`config.mk`:
```
export PLATFORM = sky130hd
export DESIGN_NAME = frogger_lane_hazard
export DESIGN_NICKNAME = d
export VERILOG_FILES = /design/src/rtl/frogger_lane_hazard_pkg.sv /design/src/rtl/frogger_lane_hazard_shifter.sv /design/src/rtl/frogger_lane_hazard.sv
export SDC_FILE = /design/constraint.sdc
export NUM_CORES = 1
export LEC_CHECK = 0
export BUFFER_PORTS_ARGS = -buffer_cell sky130_fd_sc_hd__buf_2
export CORE_MARGIN = 4
export CORE_UTILIZATION = 50
export CTS_CLUSTER_DIAMETER = 40
export CTS_CLUSTER_SIZE = 40
export DETAILED_ROUTE_END_ITERATION = 12
export MAX_ROUTING_LAYER = met4
export PLACE_DENSITY_LB_ADDON = 0.25
export SYNTH_ARGS = -nofsm -noshare
export SYNTH_HDL_FRONTEND = slang
export SYNTH_SLANG_ARGS = --single-unit
export TNS_END_PERCENT = 30
```
`constraint.sdc`:
```
create_clock -name i_Clk -period 3.4 [get_ports i_Clk]
set_input_delay 0 -clock i_Clk [delete_from_list [all_inputs] [get_ports i_Clk]]
set_output_delay 0 -clock i_Clk [all_outputs]
set_load 0.005 [all_outputs]
```
`src/rtl/frogger_lane_hazard_pkg.sv`:
```
// -----------------------------------------------------------------------------
// frogger_lane_hazard_pkg
// Shared definitions for the Frogger lane/obstacle engine: tile codes, row map
// boundaries, lane count and the per-lane seed / period / direction tables.
// Lane index 0..4 covers water rows 1..5, lane index 5..10 covers road rows 7..12.
// -----------------------------------------------------------------------------
package frogger_lane_hazard_pkg;

    localparam int NUM_LANES = 11;
    localparam int LANE_W    = 20;

    typedef enum logic [3:0] {
        TILE_SAFE  = 4'd0,
        TILE_ROAD  = 4'd1,
        TILE_WATER = 4'd2,
        TILE_LOG   = 4'd3,
        TILE_PAD   = 4'd4,
        TILE_CAR   = 4'd5
    } tile_e;

    localparam logic [5:0] ROW_HOME        = 6'd0;
    localparam logic [5:0] ROW_WATER_FIRST = 6'd1;
    localparam logic [5:0] ROW_WATER_LAST  = 6'd5;
    localparam logic [5:0] ROW_ROAD_FIRST  = 6'd7;
    localparam logic [5:0] ROW_ROAD_LAST   = 6'd12;
    localparam logic [3:0] ROAD_LANE0      = 4'd5;

    // Bit c of a seed is column c of that lane.
    localparam logic [LANE_W-1:0] LANE_SEED [NUM_LANES] = '{
        20'h0F0F0, 20'h0003C, 20'h7C01F, 20'h00FF0, 20'h0E1C3,
        20'h10421, 20'h08208, 20'h21084, 20'h00C30, 20'h18006, 20'h40201
    };

    // Base ticks per rotation at level 0.
    localparam logic [3:0] LANE_PERIOD [NUM_LANES] = '{
        4'd3, 4'd4, 4'd2, 4'd5, 4'd3,
        4'd2, 4'd3, 4'd4, 4'd2, 4'd5, 4'd3
    };

    // 1 = rotate right, 0 = rotate left. Water always drifts left (matches the
    // controller's log drift); road rows alternate starting with right on row 7.
    localparam logic [NUM_LANES-1:0] LANE_DIR = 11'h2A0;

    // Level speeds a lane up by halving its period, never below one tick.
    function automatic logic [3:0] scale_period(input logic [3:0] period,
                                                input logic [1:0] level);
        logic [3:0] scaled;
        scaled = period >> level;
        return (scaled == 4'd0) ? 4'd1 : scaled;
    endfunction

endpackage

```
`src/rtl/frogger_lane_hazard_shifter.sv`:
```
// -----------------------------------------------------------------------------
// frogger_lane_shifter
// One lane: occupancy bitmap plus period counter. On every base tick the
// counter advances; when it reaches period-1 it clears and the bitmap rotates
// one column circularly (no bits created or lost).
// Ports: clk, rst_n (sync, active low), tick (base tick), period (scaled
// period, >= 1), dir (1 = right, 0 = left), bitmap (current occupancy).
// -----------------------------------------------------------------------------
module frogger_lane_shifter #(
    parameter int                      c_GAME_WIDTH = 20,
    parameter logic [c_GAME_WIDTH-1:0] SEED         = '0
) (
    input  logic                    clk,
    input  logic                    rst_n,
    input  logic                    tick,
    input  logic [3:0]              period,
    input  logic                    dir,
    output logic [c_GAME_WIDTH-1:0] bitmap
);

    logic [3:0] count;

    // Using >= rather than == lets a counter stranded above a freshly
    // shortened period wrap on the very next tick.
    always_ff @(posedge clk) begin
        if (!rst_n) begin
            bitmap <= SEED;
            count  <= '0;
        end else if (tick) begin
            if (count >= period - 4'd1) begin
                count <= '0;
                // Left: column c takes column c+1. Right: column c takes c-1.
                bitmap <= dir ? {bitmap[c_GAME_WIDTH-2:0], bitmap[c_GAME_WIDTH-1]}
                              : {bitmap[0], bitmap[c_GAME_WIDTH-1:1]};
            end else begin
                count <= count + 4'd1;
            end
        end
    end

endmodule

```
`src/rtl/frogger_lane_hazard.sv`:
```
// -----------------------------------------------------------------------------
// frogger_lane_hazard
// Lane/obstacle engine for Frogger. Owns every car and log lane, answers the
// frog cell (collision, on-log, tile) and a second renderer tile query.
// Ports:
//   i_Clk, i_Rst_N          clock, synchronous active-low reset
//   i_Game_Active           lanes move and hazard flags are valid when 1
//   i_Level                 speed level 0..3
//   i_Frogger_X/Y           frog cell
//   i_Col/Row_Count_Div     renderer query cell
//   o_Collided, o_On_Log    frog hazard flags (registered)
//   o_Tile_Data             tile at frog cell (registered)
//   o_Render_Tile           tile at renderer cell (registered)
// -----------------------------------------------------------------------------
module frogger_lane_hazard
    import frogger_lane_hazard_pkg::*;
#(
    parameter int                      c_GAME_WIDTH  = 20,
    parameter int                      c_GAME_HEIGHT = 15,
    parameter int                      c_TICK_COUNT  = 2500000,
    parameter logic [c_GAME_WIDTH-1:0] c_HOME_MASK   = 20'h24924
) (
    input  logic       i_Clk,
    input  logic       i_Rst_N,
    input  logic       i_Game_Active,
    input  logic [1:0] i_Level,
    input  logic [5:0] i_Frogger_X,
    input  logic [5:0] i_Frogger_Y,
    input  logic [5:0] i_Col_Count_Div,
    input  logic [5:0] i_Row_Count_Div,
    output logic       o_Collided,
    output logic       o_On_Log,
    output logic [3:0] o_Tile_Data,
    output logic [3:0] o_Render_Tile
);

    localparam int         PRESC_W = (c_TICK_COUNT > 1) ? $clog2(c_TICK_COUNT) : 1;
    localparam logic [5:0] GW6     = 6'(c_GAME_WIDTH);
    localparam logic [5:0] GH6     = 6'(c_GAME_HEIGHT);

    typedef logic [NUM_LANES-1:0][c_GAME_WIDTH-1:0] lane_bus_t;

    logic [PRESC_W-1:0] presc;
    logic               base_tick;
    lane_bus_t          lanes;
    logic [3:0]         frog_tile;
    logic [3:0]         query_tile;

    assign base_tick = i_Game_Active && (presc == PRESC_W'(c_TICK_COUNT - 1));

    always_ff @(posedge i_Clk) begin
        if (!i_Rst_N) begin
            presc <= '0;
        end else if (i_Game_Active) begin
            presc <= base_tick ? '0 : presc + 1'b1;
        end
    end

    for (genvar i = 0; i < NUM_LANES; i++) begin : g_lane
        logic [3:0] lane_period;
        assign lane_period = scale_period(LANE_PERIOD[i], i_Level);

        frogger_lane_shifter #(
            .c_GAME_WIDTH (c_GAME_WIDTH),
            .SEED         (c_GAME_WIDTH'(LANE_SEED[i]))
        ) u_shifter (
            .clk    (i_Clk),
            .rst_n  (i_Rst_N),
            .tick   (base_tick),
            .period (lane_period),
            .dir    (LANE_DIR[i]),
            .bitmap (lanes[i])
        );
    end

    // Decode one cell: pick the row's bitmap (home mask or lane), extract the
    // column bit, then map it to a tile code by row class.
    function automatic logic [3:0] tile_at(input logic [5:0] x,
                                           input logic [5:0] y,
                                           input lane_bus_t  maps);
        logic [c_GAME_WIDTH-1:0] row_bits;
        logic [c_GAME_WIDTH-1:0] shifted;
        logic [3:0]              tile;
        logic                    occ;
        row_bits = '0;
        tile     = TILE_SAFE;
        if (y == ROW_HOME) begin
            row_bits = c_HOME_MASK;
        end else if (y >= ROW_WATER_FIRST && y <= ROW_WATER_LAST) begin
            row_bits = maps[4'(y - ROW_WATER_FIRST)];
        end else if (y >= ROW_ROAD_FIRST && y <= ROW_ROAD_LAST) begin
            row_bits = maps[4'(y - ROW_ROAD_FIRST) + ROAD_LANE0];
        end
        shifted = row_bits >> x;
        occ     = shifted[0];
        if (x < GW6 && y < GH6) begin
            if (y == ROW_HOME)
                tile = occ ? TILE_PAD : TILE_SAFE;
            else if (y >= ROW_WATER_FIRST && y <= ROW_WATER_LAST)
                tile = occ ? TILE_LOG : TILE_WATER;
            else if (y >= ROW_ROAD_FIRST && y <= ROW_ROAD_LAST)
                tile = occ ? TILE_CAR : TILE_ROAD;
        end
        return tile;
    endfunction

    assign frog_tile  = tile_at(i_Frogger_X, i_Frogger_Y, lanes);
    assign query_tile = tile_at(i_Col_Count_Div, i_Row_Count_Div, lanes);

    // Lookups read the bitmaps before any rotation landing on the same edge.
    always_ff @(posedge i_Clk) begin
        if (!i_Rst_N) begin
            o_Collided    <= 1'b0;
            o_On_Log      <= 1'b0;
            o_Tile_Data   <= '0;
            o_Render_Tile <= '0;
        end else begin
            o_Collided    <= i_Game_Active && (frog_tile == TILE_CAR);
            o_On_Log      <= i_Game_Active && (frog_tile == TILE_LOG);
            o_Tile_Data   <= frog_tile;
            o_Render_Tile <= query_tile;
        end
    end

endmodule

```
[After elaboration in Yosys (flattened, before gate mapping)]
Index checks and enable logic that the tools add are counted.
Operators by class
  $add $sub $neg: 22
  $lt $le $gt $ge: 27
  equality and inequality tests: 3
  shift operators: 6
  mux-type cells: 43
  reductions and logical operators: 27
Operator list (number)
  $bmux W20 S4: 4
  $mux W20: 10
  $mux W4: 15
  $add A4 B1 Y4 const B: 11
  $ge A4 B4 Y1: 11
  $shr A20 B6 Y1: 2
  $mux W3: 11
  $reduce_and A2 Y1: 12
  $sub A4 B1 Y4 const B: 6
  $add A22 B1 Y22 const B: 1
  $eq A22 B22 Y1 const B: 1
  $mux W22: 1
  $lt A4 B5 Y1 const B: 4
  $logic_not A4 Y1: 4
  $ge A6 B1 Y1 const B: 2
  $ge A6 B3 Y1 const B: 2
  $le A6 B3 Y1 const B: 2
  $le A6 B4 Y1 const B: 2
  $logic_not A6 Y1: 2
  $lt A6 B4 Y1 const B: 2
  $lt A6 B5 Y1 const B: 2
  $logic_and A1 B1 Y1: 9
  $add A4 B3 Y4 const B: 2
  $shr A2 B2 Y4 const A: 2
  other kinds (5): 8
Word-level totals
  register bits after elaboration: 296
  input bits: 29
  logic and storage cells: 155

[Logic depth before layout (Yosys ltp)]
Gate-level depths: netlist of run 1.
  word-level depth: 15
  gate-level depth with buffers: 17

[By module]
A second synthesis of run 1 with hierarchy kept.
Unflattened totals
  cells, all modules: 2673
  area, all modules: 25220.4 µm²
Modules (own cells, without submodules)
  frogger_lane_hazard: instances 1, cells each 1026, area each 9785.6 µm²
  frogger_lane_shifter at g_lane[5].u_shifter ...: instances 4, cells each 148, area each 1398.8 µm²
  frogger_lane_shifter at g_lane[0].u_shifter ...: instances 2, cells each 154, area each 1420.1 µm²
  frogger_lane_shifter at g_lane[10].u_shifter ...: instances 2, cells each 146, area each 1392.6 µm²
  frogger_lane_shifter at g_lane[4].u_shifter: instances 1, cells each 154, area each 1412.6 µm²
  frogger_lane_shifter at g_lane[2].u_shifter: instances 1, cells each 155, area each 1401.3 µm²
  frogger_lane_shifter at g_lane[1].u_shifter: instances 1, cells each 146, area each 1400.1 µm²

[Worst setup path before layout of run 1]
No wires, ideal clock.
  path kind: input port to flip-flop
  start: input port i_Row_Count_Div[1]
  end: register o_Render_Tile[0]
  data arrival time: 3.275 ns
  data required time: 3.279 ns
  setup slack: 0.004 ns
  stages: 16
  buffers on the path: 6
  cells stage by stage: buf_4 buf_4 buf_4 clkinv_1 ha_1 buf_2 buf_4 buf_2 mux2_2 a221oi_1 nor3_1 a2111oi_0 o32ai_1 a31oi_1 nor4_1 a2bb2o_1
Between the ends
  word-level cells in the longest chain between the ends: 11
  elaborated cells on any way between the ends: 25
  those cells by class: 3 x add/sub; 5 x order compare; 1 x shift; 11 x mux; 5 x reduce/logical
Ends and longest elaborated chain
  start, declared: line frogger_lane_hazard.sv:30  | input logic [5:0] i_Row_Count_Div,
  $sub A4 B3 Y4: line frogger_lane_hazard.sv:92  | row_bits = maps[4'(y - ROW_ROAD_FIRST) + ROAD_LANE0];
  $add A4 B3 Y4: line frogger_lane_hazard.sv:92
  $bmux W20 S4: line frogger_lane_hazard.sv:92
  $mux W20 (not written as such): line frogger_lane_hazard.sv:92
  $mux W20: line frogger_lane_hazard.sv:91  | end else if (y >= ROW_ROAD_FIRST && y <= ROW_ROAD_LAST) begin
  $mux W20: line frogger_lane_hazard.sv:89  | end else if (y >= ROW_WATER_FIRST && y <= ROW_WATER_LAST) begin
  $mux W20: line frogger_lane_hazard.sv:87  | if (y == ROW_HOME) begin
  $shr A20 B6 Y1: line frogger_lane_hazard.sv:94  | shifted = row_bits >> x;
  $mux W1: line frogger_lane_hazard.sv:100  | tile = occ ? TILE_LOG : TILE_WATER;
  $mux W3: line frogger_lane_hazard.sv:99  | else if (y >= ROW_WATER_FIRST && y <= ROW_WATER_LAST)
  $mux W3: line frogger_lane_hazard.sv:97  | if (y == ROW_HOME)
  end signal, assigned: line frogger_lane_hazard.sv:121  | o_Render_Tile <= query_tile;
  end, declared: line frogger_lane_hazard.sv:34  | output logic [3:0] o_Render_Tile
Several ways; a longest one is shown, not always the timed one. The select of a mux whose other input is x is not followed.
A chain may end at the register's enable or synchronous reset.

[Worst setup path after layout of run 1]
  start: register g_lane[1].u_shifter.bitmap[8]
  end: register o_Tile_Data[0]
Between the ends
  word-level cells in the longest chain between the ends: 10
  elaborated cells on any way between the ends: 12
  those cells by class: 1 x shift; 11 x mux
Ends and longest elaborated chain
  start, declared: line frogger_lane_hazard_shifter.sv:18  | output logic [c_GAME_WIDTH-1:0] bitmap
  start signal, assigned: line frogger_lane_hazard_shifter.sv:33  | bitmap <= dir ? {bitmap[c_GAME_WIDTH-2:0], bitmap[c_GAME_WIDTH-1]}
  $bmux W20 S4: line frogger_lane_hazard.sv:92
  $mux W20 (not written as such): line frogger_lane_hazard.sv:92
  $mux W20: line frogger_lane_hazard.sv:91
  $mux W20 *: line frogger_lane_hazard.sv:89
  $mux W20 *: line frogger_lane_hazard.sv:87
  $shr A20 B6 Y1 *: line frogger_lane_hazard.sv:94
  $mux W1 *: line frogger_lane_hazard.sv:100
  $mux W3 *: line frogger_lane_hazard.sv:99
  $mux W3 *: line frogger_lane_hazard.sv:97
  $mux W3 *: line frogger_lane_hazard.sv:96  | if (x < GW6 && y < GH6) begin
  end signal, assigned: line frogger_lane_hazard.sv:120  | o_Tile_Data <= frog_tile;
  end, declared: line frogger_lane_hazard.sv:33  | output logic [3:0] o_Tile_Data,
Every way passes the cells marked *; elsewhere a longest branch is shown, timed or not. The select of a mux whose other input is x is not followed.

==> metrics.txt, run 1 <==
PwrDens 438 nW/um^2; Synth area leaders dfxtp_1 30%, mux4_2 18%, nand2_1 10%; Hold Worst Slack between 50 and 60 ps; DP Wirelength just under 60000 um; Net Sw Frac 27.9%; Die Y around 210 um; reg2reg setup slack -70 ps; core area just under 40000 sq um; Gate Count Post-Synth 2234; Leak between 8 and 9 nW; Core Util, Final 58.6%; Clk pwr share approximately half; first-pass GRT wire length roughly 120000 um; Tot Pwr about 10 mW; critical path required time roughly 3800 ps; R2R Path Start g_lane[1].u_shifter.bitmap[8]$_SDFFE_PN0P_; starting density of the core 51.0%; hold path start i_Frogger_Y[5]; Clock Latency Late Sink approximately 600 ps; initial antenna violation count 2; Syn-to-layout area delta 15.0%; post-synthesis sequential area ratio 29.6%; crit-path max FO 6; arrival time worst endpoint between 3000 and 4000 ps; Reg2Reg Depth 9; Worst-path clk slew roughly 60 ps; failing checks negative setup slack; WHS Path Cells 5; Synth top area share 29.6%; fraction of layout cells with a size suffix above 1 20.7%; sequential power share between 30% and 40%; row count between 70 and 80; Synth area leader dfxtp_1; Setup Crit Path Kind register to register; Reg area approximately 5900 sq um; H-tree depth 2; multi-input combinational cell area approximately 13000 sq um; final hold violations 0; grt total ovfl 0; initial DRC count around 2300; postcts setup bufs 0; cell internal pwr 7.21 mW; GPL Wtd Cong 1.06; Yosys reg bits between 200 and 300; DRT Wirelength roughly 80000 um; Net count, final between 2000 and 2500; type of the worst min-delay path input port to register; maximum VDD drop 448 uV; worst slew pin tran 1070 ps; Yosys cell types 79; total CTS buffers between 40 and 50; Post-DRT Antenna Nets 0; root buf cell clkbuf_16; Slew headroom 26.8%; port bufs 36; # IOs 39; DR vias between 15000 and 20000; placed insts ~2700; prevailing post-synth register cell dfxtp_1; EDFF count, synth 0; largest net degree at the start of global routing 105; clock sink count 294; Avg Vias per Cell roughly 6.7; reg2reg end o_Tile_Data[0]$_SDFF_PN0_; WL/cell between 20 and 30 um; Avg Synthesized Cell Area 8.90 sq um; First-pass DRT Iterations 6; vias in the first global route about 18000; fmax between 200 and 300 MHz; clock buffer depth 3; Max Cap Viol 0; # setup viols final 3; Die Area approximately 43000 sq um; Slew Viols, Final 0; Max Clock Skew 27.2 ps; Startpoint Class register; Critical Path Sink Type register; Ys Warns 0; Async SR Flop Fraction 0%; status complete, but fails checks; Residual DRC 0; Min-Delay Endpoint o_Tile_Data[2]$_SDFF_PN0_; Non-Filler Instances 2836; RSZ-0062 raised after global routing false; Post-Syn Area a little under 20000 sq um; CTS tree built; Die Width 207 um; Setup WS post-layout -66.9 ps; Tmin final around 3500 ps; Comb power frac around 15%; Overall Global Routing Usage between 30% and 40%; period utilisation layout 102%; Sw Pwr roughly 2.8 mW; fill count about 3400
synthesized netlist by cell type, drive strengths merged, types with 6 or more instances:
| master | instances |
|---|---|
| nor4 | 13 |
| or3 | 8 |
| o31ai | 8 |
| and2 | 6 |
| o2111ai | 6 |
| a221oi | 41 |
| o41ai | 6 |
| a211oi | 14 |
| ha | 51 |
| o2bb2ai | 6 |
| a311oi | 7 |
| a31oi | 14 |
| a21oi | 57 |
| nor2 | 126 |
| mux2i | 40 |
| inv | 28 |
| buf | 71 |
| and3 | 10 |
| clkbuf | 116 |
| o21ai | 37 |
| a21boi | 173 |
| nor2b | 7 |
| a221o | 11 |
| dfxtp | 294 |
| nor3 | 36 |
| nand2b | 22 |
| a2111oi | 14 |
| o211ai | 22 |
| mux2 | 54 |
| xnor2 | 17 |
| xor2 | 30 |
| nand2 | 547 |
| nand4 | 10 |
| a41oi | 10 |
| a21o | 7 |
| nand3 | 98 |
| mux4 | 161 |
flip-flops by register name, summed over array words and instances (netlist names):
| name | cells |
|---|---|
| o_Render_Tile | 3 |
| o_On_Log | 1 |
| o_Tile_Data | 3 |
| g_lane.u_shifter.bitmap | 220 |
| o_Collided | 1 |
| presc | 22 |
| g_lane.u_shifter.count | 44 |
per-layer routing:
metal	up-vias	global-route usage [%]	part of all wire, %
met2	1148	52.7	43
li1	8296	-	-
met4	0	17.7	5.7
met1	9246	49.2	40
met5	-	-	0
met3	219	9.76	12
power groups by stage:
stage	clock (mW)	combinational [mW]	sequential, mW
6_report	5.03	1.53	3.45
5_1_grt	5.25	1.58	3.45
3_5_place_dp	0	1.47	3.53
3_3_place_gp	0	1.48	3.53
2_1_floorplan	0	0.933	3.52
4_1_cts	5.09	1.48	3.45
critical path: stages, from the launching register on:
cell and delay, ps:
dfxtp_1 390, mux4_2 520, o21ai_0 370, a211oi_1 130, a2111oi_0 950, buf_4 250
o41ai_1 70, a211oi_1 310, o311ai_1 150, nor3b_1 170
layout make-up:
cell class / instances / area share [%]
Inverter: 31 / 0.509
Antenna cell: 1 / 0.0109
Multi-Input combinational cell: 1734 / 57.4
Sequential cell: 294 / 25.7
Tap cell: 518 / 2.84
Clock buffer: 55 / 5.58
Clock inverter: 30 / 1.71
Timing Repair Buffer: 173 / 6.19
worst max-delay path by stage:
stage	from	to	slack, ps
2_1_floorplan	i_Row_Count_Div[1]	o_Render_Tile[0]$_SDFF_PP0_	4
3_3_place_gp	i_Row_Count_Div[0]	o_Render_Tile[2]$_SDFF_PN0_	-720
3_5_place_dp	i_Frogger_Y[1]	o_Tile_Data[0]$_SDFF_PN0_	-400
4_1_cts	g_lane[1].u_shifter.bitmap[8]$_SDFFE_PN0P_	o_Tile_Data[0]$_SDFF_PN0_	40
5_1_grt	g_lane[1].u_shifter.bitmap[8]$_SDFFE_PN0P_	o_Collided$_SDFF_PN0_	20
6_report	g_lane[1].u_shifter.bitmap[8]$_SDFFE_PN0P_	o_Tile_Data[0]$_SDFF_PN0_	-70
per-stage QoR:
stage | TNS [ps] | cell area, sq um | setup WS (ps)
after floorplan | 0 | 19900 | 4.32
after global placement | -2800 | 21100 | -721
after detailed placement | -2210 | 21100 | -399
after CTS | 0 | 22900 | 39.9
after global routing | 0 | 22900 | 22.2
final | -132 | 22900 | -66.9
layout by cell type, fill, tap and decap left out, types with 14 or more instances in the layout:
cell and count:
mux2_2 54, conb_1 14, a21boi_0 172, a221oi_1 41, a211oi_1 14, ha_1 49
xor2_1 27, nor3_1 33, buf_2 33, dfxtp_1 294, inv_1 28, o21ai_0 33
nand2_1 547, nand3_1 98, clkbuf_16 47, mux2i_1 40, nor2_1 125, a31oi_1 14
o211ai_1 22, buf_4 113, mux4_2 160, a21oi_1 57, nand2b_1 22
cells by family (layout without fill, tap and decap cells):
| logic type | Yosys count | in the layout | synth area share (%) |
|---|---|---|---|
| buffers and inverters | 218 | 289 | 4.91 |
| AND/OR/NAND/NOR | 901 | 901 | 19.3 |
| adder cells (fa/ha/maj) | 51 | 51 | 3.21 |
| AO/OA/AOI/OAI | 466 | 466 | 17.3 |
| multiplexers | 255 | 255 | 23.3 |
| flip-flops | 294 | 294 | 29.6 |
| other | 2 | 15 | 0.0378 |
| XOR/XNOR | 47 | 47 | 2.28 |
timing repair:
item,in CTS,in global routing
hold buffers,13,0
endpoints found under the hold margin,55,0
resized for setup,0,1
endpoints found under the setup margin,0,1
No activity file was read; power rests on OpenSTA's default activity.
==> run 2: changes to the inputs <==
--- a/config.mk
+++ b/config.mk
@@ -11,9 +11,11 @@
 export CTS_CLUSTER_DIAMETER = 40
 export CTS_CLUSTER_SIZE = 40
 export DETAILED_ROUTE_END_ITERATION = 12
+export GPL_TIMING_DRIVEN = 0
 export MAX_ROUTING_LAYER = met4
 export PLACE_DENSITY_LB_ADDON = 0.25
 export SYNTH_ARGS = -nofsm -noshare
 export SYNTH_HDL_FRONTEND = slang
+export SYNTH_HIERARCHICAL = 1
 export SYNTH_SLANG_ARGS = --single-unit
 export TNS_END_PERCENT = 30
==> run 2 against run 1 <==
  * The flow still finishes with violations (negative setup slack)
  * Synthesized cell count is 20% higher
  * Largest cell class unchanged
  * Non-clock buffer count is 114 higher
  * Critical path type is now input port to register
  * Total power increased by 9.7%
  * Largest power group unchanged
  * Sequential share of layout area is 5.3 points lower
  * Critical endpoint is now o_Collided$_SDFF_PN0_
==> metrics.txt, run 2 <==
DR vias 23800 (was 18900); period utilisation layout 100% (was 102%); core area 50000 sq um (was 39000 sq um); GPL Wtd Cong 1.09 (was 1.06); Die Y 233 um (was 207 um); clock buffer depth 3 (unchanged); number of flip-flops in the largest register 220 (unchanged); Die Area 54100 sq um (was 43000 sq um); port bufs 31 (was 36); total CTS buffers 52 (was 46); PwrDens 382 nW/um^2 (was 438 nW/um^2); Core Util, Final 57.5% (was 58.6%); fmax 293 MHz (was 288 MHz); post-synthesis sequential area ratio 23.3% (was 29.6%); clock sink count 294 (unchanged); Post-Syn Area 25200 sq um (was 19900 sq um); Setup WS post-layout -7.97 ps (was -66.9 ps); fraction of layout cells with a size suffix above 1 25.4% (was 20.7%); Leak 11.8 nW (was 8.34 nW); placed insts 3428 (was 2737); most instantiated cells after synthesis 411 x nand2_1, 294 x dfxtp_1, 244 x mux2_2 (was 547 x nand2_1, 294 x dfxtp_1, 172 x a21boi_0); TNS Setup -15.6 ps (was -132 ps); grt total ovfl 0 (unchanged); final hold violations 0 (unchanged); Yosys reg bits 294 (unchanged); Slew headroom 19.4% (was 26.8%); Critical Path Sink Type register (unchanged); RSZ-0062 raised after global routing true (was false); Tmin final 3410 ps (was 3470 ps); Avg Vias per Cell 6.71 (was 6.67); initial antenna violation count 5 (was 2); WHS Path Cells 3 (was 5); Setup Crit Path Kind input port to register (was register to register); DP Wirelength 80900 um (was 58800 um); fill count 4401 (was 3396); WL/cell 29.9 um (was 28.1 um); arrival time worst endpoint 3870 ps (was 3900 ps); Overall Global Routing Usage 39.5% (was 37.0%); Largest regs g_lane.u_shifter/bitmap: 220 flops, g_lane.u_shifter/count: 44 flops, presc: 22 flops (was g_lane.u_shifter.bitmap: 220 flops, g_lane.u_shifter.count: 44 flops, presc: 22 flops); Non-Filler Instances 3551 (was 2836); maximum VDD drop 395 uV (was 448 uV); Net count, final 2938 (was 2360); Yosys cell types 98 (was 79); first-pass GRT wire length 154000 um (was 118000 um); DRT Wirelength 106000 um (was 79700 um); critical path required time 3860 ps (was 3830 ps); Reg2Reg Depth 9 (unchanged); prevailing post-synth register cell dfxtp_1 (unchanged); Synth top area share 23.3% (was 29.6%); Ys Warns 6 (was 0); Post-DRT Antenna Nets 0 (unchanged); Gate Count Post-Synth 2673 (was 2234); commonest non-fill, non-tap cell in the layout nand2_1 (unchanged); failing checks negative setup slack (unchanged); DP Area 26400 sq um (was 21100 sq um); Max Cap Viol 0 (unchanged); First-pass DRT Iterations 6 (unchanged); Startpoint Class input port (was register); root buf cell clkbuf_16 (unchanged); crit-path max FO 19 (was 6); Worst-path clk slew 60 ps (about the same); Syn-to-layout area delta 13.9% (was 15.0%); Slew Viols, Final 0 (unchanged); Residual DRC 0 (unchanged); EDFF count, synth 0 (unchanged); Clock Latency Late Sink 620 ps (was 600 ps); most instantiated library cell after synthesis nand2_1 (unchanged); status complete, but fails checks (unchanged); Top reg by flops g_lane.u_shifter/bitmap (was g_lane.u_shifter.bitmap); largest net degree at the start of global routing 50 (was 105); pre-CTS setup slack -1440 ps (was -399 ps); Die Width 233 um (was 207 um); H-tree depth 2 (unchanged); # IOs 39 (unchanged); Avg Synthesized Cell Area 9.44 sq um (was 8.90 sq um); vias in the first global route 22600 (was 17700); row count 82 (was 72); Finished Cell Area 28700 sq um (was 22900 sq um); initial DRC count 2703 (was 2324); Synth area leader dfxtp_1 (unchanged); worst slew pin tran 1210 ps (was 1070 ps); Max Clock Skew 41.6 ps (was 27.2 ps); Tot Pwr 11.0 mW (was 10.0 mW); type of the worst min-delay path input port to register (unchanged); CTS tree built (unchanged); # setup viols final 2 (was 3); Async SR Flop Fraction 0% (unchanged); Hold Worst Slack 96.0 ps (was 59.0 ps); starting density of the core 50.5% (was 51.0%); most frequent cells in the layout 411 x nand2_1, 294 x dfxtp_1, 244 x mux2_2 (was 547 x nand2_1, 294 x dfxtp_1, 172 x a21boi_0); Synth area leaders dfxtp_1 23%, mux4_2 14%, mux2_2 11% (was dfxtp_1 30%, mux4_2 18%, nand2_1 10%)
==> run 2: cell types whose count changed after synthesis, moves of 36 or more <==
cell / previous run / this run
mux2_2: 54 / 244
mux2i_1: 40 / 239
o21ai_1: 3 / 40
inv_1: 28 / 64
a21boi_0: 172 / 10
nand2_1: 547 / 411
==> run 2: worst max-delay path: stages <==
cell and delay (ps):
buf_2 180, buf_12 230, buf_6 240, clkinvlp_4 220, ha_1 330, clkbuf_4 230, buf_6 250, mux4_2 540
mux2i_2 400, o21ai_0 190, nor3_1 380, a2111oi_2 90, a311o_2 350, nand4_2 120, nor3_1 60
==> run 2: cells by family after synthesis <==
family	after synthesis	share of synthesized area, %
fa+ha+maj	79	3.92
other cells	2	0.0298
mux	651	35.3
flops	294	23.3
xor+xnor	63	2.29
buf+inv	304	6.41
compound gates	433	12.5
simple gates	847	16.2
==> run 2: area by class of cell <==
cell class,count,area [sq um],share of cell area (%)
Multi-Input combinational cell,2126,18000,62.7
Tap cell,672,841,2.93
Clock inverter,32,417,1.45
Clock buffer,66,1450,5.06
Inverter,69,267,0.928
Timing Repair Buffer,54,393,1.37
Antenna cell,5,12.5,0.0436
Sequential cell,294,5890,20.5
Buffer,233,1440,5.00
==> run 2: final timing paths <==
kind                          start                                          end  slack (ps)
max                  i_Frogger_Y[0]                        o_Collided$_SDFF_PN0_          -8
min                         i_Rst_N  g_lane[2].u_shifter/bitmap[11]$_SDFFE_PN0P_         100
max reg2reg   presc[0]$_SDFFE_PN0P_   g_lane[6].u_shifter/bitmap[3]$_SDFFE_PN1P_         220
min reg2reg  presc[14]$_SDFFE_PN0P_                       presc[14]$_SDFFE_PN0P_         500
==> run 2: power by group <==
part	leakage (nW)	total (mW)	internal (mW)	switching (mW)
Clock	0.908	5.49	3.48	2.01
Sequential	2.37	3.45	3.45	0.00208
Combinational	8.52	2.03	0.759	1.27
Total	11.8	11.0	7.69	3.29
==> run 2: metal layers <==
| layer | vias to the layer above | global-route usage, % | wire length [um] |
|---|---|---|---|
| met5 | - | - | 0 |
| met3 | 427 | 9.02 | 10300 |
| met4 | 0 | 22.8 | 8330 |
| met1 | 11700 | 48.0 | 40500 |
| li1 | 10300 | - | - |
| met2 | 1443 | 60.2 | 46900 |
==> run 2: timing repair <==
item / 4_1_cts / 5_1_grt
pin swaps: 0 / 0
endpoints found under the hold margin: 12 / 0
buffers inserted: 1 / 0
setup endpoints to repair: 6 / 10
resized for setup: 31 / 38
hold buffers: 21 / 0
